`src/rtl/inst_fetch_pkg.sv`:
```
// Shared definitions for the instruction fetch unit: FSM state encoding,
// bus widths and common constants.
package inst_fetch_pkg;

  localparam int unsigned INST_W         = 32;
  localparam int unsigned IF_ADDR_W      = 17;
  localparam int unsigned BYTES_PER_INST = 4;
  localparam int unsigned CNT_W          = 3;

  localparam logic [INST_W-1:0] ZERO_WORD = '0;
  localparam logic              ENABLE    = 1'b1;
  localparam logic              DISABLE   = 1'b0;

  typedef enum logic [1:0] {
    ST_LOOKUP = 2'd0,
    ST_FILL   = 2'd1,
    ST_COMMIT = 2'd2
  } fetch_state_e;

endpackage

```
`src/rtl/inst_fetch.sv`:
```
// Instruction fetch unit: owns the PC, probes the icache every cycle, and on a
// miss fetches the word byte-by-byte over the memory port, fills the icache
// and hands the instruction to IF/ID.
// Ports:
//   clk, rst             clock, async active-low reset
//   stall_i              downstream stall, IF/ID output registers hold
//   branch_i/_target_i   one-cycle redirect (highest priority)
//   icache_read_*        probe interface (combinational hit/data back)
//   icache_write_*       fill strobe, address and word
//   mem_*                byte-wide read port (data one cycle after grant)
//   inst_valid_o/inst_o/inst_pc_o  registered IF/ID payload
module inst_fetch
  import inst_fetch_pkg::*;
#(
  parameter logic [31:0] RESET_PC = 32'h0000_0000,
  parameter int unsigned ADDR_W   = IF_ADDR_W
) (
  input  logic              clk,
  input  logic              rst,
  input  logic              stall_i,
  input  logic              branch_i,
  input  logic [31:0]       branch_target_i,
  output logic              icache_read_o,
  output logic [ADDR_W-1:0] icache_read_addr_o,
  input  logic              icache_hit_i,
  input  logic [INST_W-1:0] icache_inst_i,
  output logic              icache_write_o,
  output logic [ADDR_W-1:0] icache_write_addr_o,
  output logic [INST_W-1:0] icache_write_inst_o,
  output logic              mem_req_o,
  output logic [ADDR_W-1:0] mem_addr_o,
  input  logic              mem_grant_i,
  input  logic [7:0]        mem_data_i,
  output logic              inst_valid_o,
  output logic [INST_W-1:0] inst_o,
  output logic [31:0]       inst_pc_o
);

  fetch_state_e      state;
  logic [31:0]       pc;
  logic [CNT_W-1:0]  issue_cnt;
  logic [1:0]        recv_cnt;
  logic              pending;
  logic [INST_W-1:0] word;

  // Interface strobes are decoded straight from state so that an async reset
  // drops mem_req_o immediately.
  assign icache_read_o       = (state != ST_FILL);
  assign icache_read_addr_o  = pc[ADDR_W-1:0];
  assign mem_req_o           = (state == ST_FILL) && (issue_cnt < CNT_W'(BYTES_PER_INST));
  assign mem_addr_o          = {pc[ADDR_W-1:2], issue_cnt[1:0]};
  // A redirect in the COMMIT cycle discards the word, so the fill is suppressed.
  assign icache_write_o      = (state == ST_COMMIT) && !branch_i;
  assign icache_write_addr_o = pc[ADDR_W-1:0];
  assign icache_write_inst_o = word;

  // Fetch FSM, byte assembler and IF/ID output registers.
  always_ff @(posedge clk or negedge rst) begin
    if (!rst) begin
      state        <= ST_LOOKUP;
      pc           <= RESET_PC;
      issue_cnt    <= '0;
      recv_cnt     <= '0;
      pending      <= DISABLE;
      word         <= ZERO_WORD;
      inst_valid_o <= DISABLE;
      inst_o       <= ZERO_WORD;
      inst_pc_o    <= '0;
    end else if (branch_i) begin
      state        <= ST_LOOKUP;
      pc           <= branch_target_i;
      issue_cnt    <= '0;
      recv_cnt     <= '0;
      pending      <= DISABLE;
      inst_valid_o <= DISABLE;
    end else begin
      unique case (state)
        ST_LOOKUP: begin
          if (icache_hit_i) begin
            if (!stall_i) begin
              inst_o       <= icache_inst_i;
              inst_pc_o    <= pc;
              inst_valid_o <= ENABLE;
              pc           <= pc + 32'd4;
            end
          end else begin
            state     <= ST_FILL;
            issue_cnt <= '0;
            recv_cnt  <= '0;
            pending   <= DISABLE;
            if (!stall_i) inst_valid_o <= DISABLE;
          end
        end
        ST_FILL: begin
          if (!stall_i) inst_valid_o <= DISABLE;
          if (mem_req_o && mem_grant_i) issue_cnt <= issue_cnt + CNT_W'(1);
          // pending marks that a granted byte lands on mem_data_i this cycle
          pending <= mem_req_o && mem_grant_i;
          if (pending) begin
            word[{recv_cnt, 3'b000} +: 8] <= mem_data_i;
            recv_cnt <= recv_cnt + 2'd1;
            if (recv_cnt == 2'd3) state <= ST_COMMIT;
          end
        end
        ST_COMMIT: begin
          // The icache forwards the same-cycle fill, so this normally hits.
          if (!stall_i) begin
            if (icache_hit_i) begin
              inst_o       <= icache_inst_i;
              inst_pc_o    <= pc;
              inst_valid_o <= ENABLE;
              pc           <= pc + 32'd4;
            end else begin
              inst_valid_o <= DISABLE;
            end
          end
          state <= ST_LOOKUP;
        end
        default: state <= ST_LOOKUP;
      endcase
    end
  end

endmodule

```
`config.mk`:
```
export PLATFORM = sky130hd
export DESIGN_NAME = inst_fetch
export DESIGN_NICKNAME = d
export VERILOG_FILES = /design/src/rtl/inst_fetch_pkg.sv /design/src/rtl/inst_fetch.sv
export SDC_FILE = /design/constraint.sdc
export NUM_CORES = 1
export LEC_CHECK = 0
export CAP_MARGIN = 20
export CORE_UTILIZATION = 35
export DETAILED_ROUTE_END_ITERATION = 16
export SLEW_MARGIN = 0
export SYNTH_ARGS = -nofsm -noshare
export SYNTH_HDL_FRONTEND = slang
export SYNTH_SLANG_ARGS = --single-unit
```
`constraint.sdc`:
```
create_clock -name clk -period 3.9 [get_ports clk]
set_input_delay 1.17 -clock clk [delete_from_list [all_inputs] [get_ports clk]]
set_output_delay 1.17 -clock clk [all_outputs]
set_load 0.03 [all_outputs]
```
Word level (Yosys, flattened, before mapping) --
Index checks and enable logic that the tools add are counted.
Storage, ports and cells: output and inout port bits 151, logic and storage cells 91, register bits after elaboration 137, bits of input ports 78
Operators by class: reductions and logical operators 17, magnitude comparators 1, equality and inequality tests 17, shift operators 2, bitwise gates (word level) 1, mux-type cells 40, add/sub/neg operators 4
Operators by type and width (number):
- two-way mux 32 bit | 13
- one-hot mux 32 bit (2 select lines) | 3
- adder 32 x 3 -> 32 bit (second input constant) | 1
- bitwise mux 32 bit | 1
- variable shift 8 x 7 -> 32 bit (first input constant) | 1
- indexed part select 8 x 7 -> 32 bit | 1
- inequality test 3 bit (second input constant) | 6
- AND reduction 3 bit | 5
- two-way mux 2 bit | 7
- two-way mux 3 bit | 3
- two-way mux 1 bit | 8
- inequality test 2 bit (second input constant) | 4
- one-hot mux 2 bit (2 select lines) | 2
- negator 5 -> 7 bit | 1
- inequality test 3 x 2 -> 1 bit (second input constant) | 2
- one-hot mux 3 bit (2 select lines) | 1
- AND reduction 6 bit | 1
- nonzero test 3 bit | 2
- AND reduction 5 bit | 1
- == test 2 bit (second input constant) | 2
- inequality test 4 bit (second input constant) | 1
- nonzero test 4 bit | 1
- adder 3 x 1 -> 3 bit (second input constant) | 1
- logical AND 1 bit | 3
- other kinds (11) | 11

Depth between registers and ports, before layout --
Gate-level depths: netlist of run 1.
depth in word-level cells 6, mapped depth 8

Worst setup path after synthesis of run 1 --
Ideal clock, no wire load.
path kind input to output, from input branch_i, to output icache_write_o, arrival time 2202 ps, slack 528 ps, data required time 2730 ps, stages 4, path through clkbuf_1 -> buf_1 -> clkbuf_1 -> nor2b_1
Between the ends: longest elaborated chain between the ends 2
Ends and longest elaborated chain:
- start, declared | RTL line inst_fetch.sv:21 | input logic branch_i,
- logical NOT 1 bit | RTL line inst_fetch.sv:53 | assign icache_write_o = (state == ST_COMMIT) && !branch_i;
- logical AND 1 bit | RTL line inst_fetch.sv:53
- end, declared | RTL line inst_fetch.sv:27 | output logic icache_write_o,
Every way passes these cells.

Worst setup path after layout of run 1 --
from register state[1], to output mem_req_o
Between the ends: longest elaborated chain between the ends 2
Ends and longest elaborated chain:
- start, declared | RTL line inst_fetch.sv:39 | fetch_state_e state;
- start signal, assigned | RTL line inst_fetch.sv:60 | state <= ST_LOOKUP;
- start signal, assigned | RTL line inst_fetch.sv:70 | state <= ST_LOOKUP;
- start signal, assigned | RTL line inst_fetch.sv:87 | state <= ST_FILL;
- == test 2 x 1 -> 1 bit | RTL line inst_fetch.sv:50 | assign mem_req_o = (state == ST_FILL) && (issue_cnt < CNT_W'(BYTES_PER_INST));
- logical AND 1 bit | RTL line inst_fetch.sv:50
- end, declared | RTL line inst_fetch.sv:30 | output logic mem_req_o,
Every way passes these cells.

==> reports/metrics.cfg, run 1 <==
[synth]
synth_area_leaders = dfrtp_1 (52%), mux2_2 (11%), buf_4 (5.8%)
synth_cell_types = 56
synth_area_um2 = 6611
synth_top_family_by_area = simple AND/OR/NAND/NOR gates
yosys.area_share.simple = 0.1578
synth_largest_area_cell = dfrtp_1
synth_fa_ha_area_frac = 0.02082
ys_seq_area_frac = 0.5185
synth-edff-count = 0
ys_ff_latch = 137
synth_warnings = 0
synth_top_area_frac = 0.5185
synth_common_cells = dfrtp_1 (137), nand2_1 (81), mux2_2 (62)
synth_cells = 617
syn_nets = 706
ys_dominant_reg_cell = dfrtp_1
synth_most_common_cell = dfrtp_1
synth.area.mux_share = 0.1086
synth_compound_area_frac = 0.1035
ys_async_sr_fraction = 1.000
synth_area_per_cell_um2 = 10.72
synth_xor_area_frac = 0.009273

[sta]
setup_viol_count_final = 0
tightest_slew_ns = 0.9922
report.final.slew_viol_count = 0
rsz0062_at_grt = no
fmax_mhz = 298.0
hold_viol_final = 0
period_minus_slack_ns = 3.356
finClkSkew_ns = 0.01066
setup_tns_ns = 0
fin_crit_sh = 0.8605
maxSlewHeadroom = 0.3371

[grt]
grt-ovfl-total = 0
grt_max_degree = 74
antenna_found_initial = 0
grtUsageTotal = 0.1923
grt_pass1_wl_mm = 29.37
grt_pass1_vias = 5496

[clock_tree]
cts_sinks = 137
cts_tree = yes
htree_levels = 4
cts_setup_buffers = 0
cts_hold_buf = 0
cts_root_buf = clkbuf_16
clock_latency_ns = 0.42
numCtsBuffers = 17
clk_pin_slew_ns = 0.06
cts_resized = 0
cts_buffer_depth = 2

[detailed_routing]
vias_per_cell = 5.218
wire_per_inst_um = 17.25
firstDrtPassIters = 5
drc = 0
ant_nets = 0
drt-total-wl_mm = 17.89
vias = 5411
drtIter0Drc = 302

[layout]
fin_nets = 884
area_growth_pct = 41.45
design_area_um2 = 9351
drive_above_1_share = 0.1411
n_antenna_cell = 0
fill_cells = 1640

[setup_path]
critPathCaptureType = primary output
arrival_ns = 2.19
crit_type = flop to primary output
reg2regPathDepth = 5
crit_required_ns = 2.73
startpoint_type = flop
path_max_fanout = 9

[floorplanning]
rows = 49
dieWidth_um = 139.4
initial_core_util = 0.3631
die_y_um = 139.4
ios = 229
dieArea_um2 = 19440
core_um2 = 18210

[hold_path]
hold_class = flop to flop
min_path_cells = 2

[job]
drv_cap = 0

[power_and_ir_drop]
pwr_density_cell_nw_per_um2 = 593.8
peakVddDrop_uv = 285.2
p_leak_uw = 0.003780

[place]
placed_area_um2 = 8763
globalplace.congestion = 0.8108
io_buffer_count = 228
dp_hpwl_mm = 12.83

[run_status]
status = finished clean

-- layout make-up --
class	instances	area [um^2]	share of cell area
flip-flops and latches	137	3428	0.3666
multi-input cells	390	2645	0.2828
repair buffers	237	2359	0.2522
clock buffers	18	439.2	0.04696
well taps	229	286.5	0.03064
clock inverters	14	148.9	0.01592
inverters	12	45.04	0.004817
-- critical path: stages (launching register included) --
cell and delay, ns:
dfrtp_1 0.38, inv_1 0.12, ha_1 0.34, nor2b_1 0.23
clkdlybuf4s50_1 0.70
-- registers in the layout, indices dropped and copies added, names as in the netlist --
register and cells:
issue_cnt 3, inst_o 32, icache_write_inst_o 32, pending 1
pc 32, inst_valid_o 1, state 2, recv_cnt 2
inst_pc_o 32
-- path summary, 6_finish.rpt --
path	slack [ns]	startpoint	to
max in group asynchronous	2.32	rst	pc[24]
max	0.54	state[1]	mem_req_o
max reg2reg	1.51	pc[2]	pc[26]
min in group asynchronous	0.77	rst	inst_o[7]
min	0.48	inst_pc_o[14]	inst_pc_o[14]
min reg2reg	0.48	inst_pc_o[14]	inst_pc_o[14]
-- cell usage in the layout (no fill, tap or decap), types with 8 or more instances in the layout --
master,n
mux2_2,62
or4_1,11
buf_4,8
o31ai_1,11
a31oi_1,11
a22o_1,9
clkbuf_16,17
nand3_1,19
nand2_1,81
nor3_1,8
dfrtp_1,137
nand4_1,18
nor2b_1,10
inv_1,11
clkdlybuf4s50_1,226
o21ai_0,45
nor2_1,18
ha_1,11
-- cell families (layout without fill, tap and decap cells) --
kind of cell               count (synthesis)  in the layout
AOI/OAI and AO/OA                        106            106
and+or+nand+nor                          202            202
xor gates and xnor gates                   7              7
DFF                                      137            137
muxes                                     64             64
buffers and inverters                     90            281
adders and majority gates                 11             11
-- report_power, final --
part           leakage [uW]  internal (uW)  total [uW]  switching (uW)
clock              0.000279            960        1600             642
combinational       0.00181            905        2000            1100
sequential          0.00169           1740        1950             209
total               0.00378           3600        5550            1950
-- metal layers --
layer,global-route usage,up-vias,part of all wire,wire [um]
met1,0.2472,2664,0.45,8004
met4,0.06023,0,0.0092,165
met5,0,-,0,0
met3,0.05781,13,0.072,1292
li1,-,2516,-,-
met2,0.3100,218,0.47,8423
-- metrics by stage --
step                total power [uW]    util  worst slack, ns  instances  hold WS [ns]
floorplan                       3116       -           0.5278        617        0.4918
global placement                3962  0.4813           0.6079       1005        0.4661
detailed placement              3991  0.4813           0.4957       1005        0.4746
CTS                             5625  0.5136           0.5339       1037        0.4879
global route                    5820  0.5136           0.4006       1037        0.5169
finish                          5553  0.5136           0.5439       1037        0.4831
Note: power is estimated with default switching activity, not from simulation.
==> run 2: changes to the inputs <==
--- a/config.mk
+++ b/config.mk
@@ -8,6 +8,7 @@
 export CAP_MARGIN = 20
 export CORE_UTILIZATION = 35
 export DETAILED_ROUTE_END_ITERATION = 16
+export GPL_ROUTABILITY_DRIVEN = 0
 export SLEW_MARGIN = 0
 export SYNTH_ARGS = -nofsm -noshare
 export SYNTH_HDL_FRONTEND = slang
==> results of run 2 <==
The final DEF is identical to that of run 1; final timing and power are the same.
==> run 3: changes to the inputs <==
--- a/config.mk
+++ b/config.mk
@@ -6,7 +6,9 @@
 export NUM_CORES = 1
 export LEC_CHECK = 0
 export CAP_MARGIN = 20
+export CORE_MARGIN = 2
 export CORE_UTILIZATION = 35
+export CTS_CLUSTER_DIAMETER = 50
 export DETAILED_ROUTE_END_ITERATION = 16
 export GPL_ROUTABILITY_DRIVEN = 0
 export SLEW_MARGIN = 0
==> run 3 against run 2 <==
- fmax fell by 0.48%
- first-iteration DRC count rose by 0.33%
- power fell by 1.2%
==> reports/metrics.cfg, run 3 (synthesized netlist as in run 1, its figures left out) <==
[grt]
grt_pass1_wl_mm = 28.02  ; -4.6%
grt_pass1_vias = 5385  ; -2.0%
grt-ovfl-total = 0  ; unchanged
grt_max_degree = 95  ; +28%
antenna_found_initial = 0  ; unchanged
grtUsageTotal = 0.1780  ; -0.01430

[clock_tree]
numCtsBuffers = 17  ; unchanged
cts_sinks = 137  ; unchanged
cts_resized = 0  ; unchanged
clk_pin_slew_ns = 0.06  ; about the same
htree_levels = 4  ; unchanged
clock_latency_ns = 0.42  ; about the same
cts_root_buf = clkbuf_16
cts_setup_buffers = 0  ; unchanged
cts_hold_buf = 0  ; unchanged
cts_tree = yes
cts_buffer_depth = 2  ; unchanged

[place]
io_buffer_count = 228  ; unchanged
dp_hpwl_mm = 12.67  ; -1.2%
dpl.cell_count = 1007  ; +0.20%

[detailed_routing]
drt-total-wl_mm = 17.53  ; -2.0%
vias = 5341  ; -1.3%
wire_per_inst_um = 16.88  ; -2.2%
drc = 0  ; unchanged
vias_per_cell = 5.141  ; -1.5%
firstDrtPassIters = 4  ; -1
drtIter0Drc = 303  ; +0.33%
ant_nets = 0  ; unchanged

[setup_path]
reg2regPathDepth = 6  ; +1
critPathCaptureType = primary output
r2r_setup_slack_ns = 1.54  ; +0.03 ns
path_max_fanout = 9  ; unchanged
arrival_ns = 2.20  ; about the same
crit_required_ns = 2.73  ; about the same
crit_type = flop to primary output
startpoint_type = flop

[sta]
fin_crit_sh = 0.8647  ; +0.004139
fmax_mhz = 296.5  ; -0.48%
whs_ns = 0.4800  ; -0.003161 ns
tightest_slew_ns = 0.9156  ; -0.07657 ns
setup_tns_ns = 0  ; unchanged
rsz0062_at_grt = no
finClkSkew_ns = 0.007317  ; -0.003347 ns
period_minus_slack_ns = 3.372  ; +0.01614 ns
report.final.slew_viol_count = 0  ; unchanged
maxSlewHeadroom = 0.3896  ; +0.05248
hold_viol_final = 0  ; unchanged
setup_viol_count_final = 0  ; unchanged

[layout]
multi_input_area_um2 = 2645  ; unchanged
register_area_um2 = 3428  ; unchanged
fin_cells = 1039  ; +0.19%
layout_common_cells = clkdlybuf4s50_1 (226), dfrtp_1 (137), nand2_1 (81)
drive_above_1_share = 0.1379  ; -0.003201
fin_util = 0.5003  ; -0.01330
n_antenna_cell = 0  ; unchanged
fill_cells = 1680  ; +2.4%
fin_nets = 881  ; -0.34%
final_common_cell = clkdlybuf4s50_1
area_growth_pct = 41.07

[power_and_ir_drop]
p_leak_uw = 0.003752  ; -0.76%
internal-power_uw = 3528  ; -2.1%
p_switching_uw = 1960  ; +0.48%
peakVddDrop_uv = 321.9  ; +13%
power_frac_comb = 0.364  ; +0.003
p_sw_frac = 0.3572  ; +0.005848
p_seq_frac = 0.354  ; +0.004
pwr_density_cell_nw_per_um2 = 588.5  ; -0.90%
p_clk_frac = 0.283  ; -0.005

[floorplanning]
dieWidth_um = 141.4  ; +1.4%
initial_core_util = 0.3546  ; -0.008456
rows = 50  ; +2.0%
ios = 229  ; unchanged
dieArea_um2 = 20010  ; +2.9%
core_um2 = 18640  ; +2.4%
die_y_um = 141.4  ; +1.4%

[run_status]
status = finished clean

[hold_path]
min_path_cells = 2  ; unchanged
hold_class = flop to flop

[job]
drv_cap = 0  ; unchanged

==> run 3: cell count changes in the layout (fill, tap and decap cells not counted), moves of 2 or more <==
cell	change
inv_6	+4
clkinv_4	-2
clkinvlp_4	+2
buf_4	-4
clkinv_2	-2
==> run 3: power by group through the flow <==
stage | Sequential [uW] | Combinational [uW] | Clock [uW]
floorplan | 2500 | 620 | 0
global placement | 1950 | 1990 | 0
detailed placement | 1970 | 2010 | 0
CTS | 1950 | 2020 | 1590
global route | 1990 | 2100 | 1660
finish | 1940 | 2000 | 1550
==> run 3: worst paths after layout <==
path	start	to
max	state[1]	mem_req_o
min	inst_pc_o[28]	inst_pc_o[28]
max reg2reg	state[0]	pc[24]
min reg2reg	inst_pc_o[28]	inst_pc_o[28]
max in group asynchronous	rst	icache_write_inst_o[22]
min in group asynchronous	rst	pc[12]
==> run 3: cell type report <==
class / count / share of cell area
Inverter: 12 / 0.004830
Tap cell: 234 / 0.03139
Sequential cell: 137 / 0.3676
Clock buffer: 17 / 0.04561
Multi-Input combinational cell: 390 / 0.2836
Clock inverter: 15 / 0.01516
Timing Repair Buffer: 234 / 0.2518
==> run 3: metal layers <==
metal  GRT usage  share of wire  up-vias
li1            -              -     2512
met1      0.2280           0.44     2625
met2      0.2905           0.48      186
met3     0.05062          0.067       18
met4     0.06158          0.015        0
met5           0              0        -
==> run 3: critical path, cell delays in order (launching register included) <==
cell             delay [ns]
dfrtp_1                0.38
inv_1                  0.12
ha_1                   0.34
nor2b_1                0.20
clkdlybuf4s50_1        0.74
==> run 3: through the flow <==
stage / setup WS (ns) / area [um^2] / power (uW)
global route: 0.4163 / 9326 / 5747
global placement: 0.6042 / 8760 / 3947
CTS: 0.5174 / 9326 / 5558
finish: 0.5278 / 9326 / 5488
detailed placement: 0.5012 / 8760 / 3980
floorplan: 0.5278 / 6611 / 3116
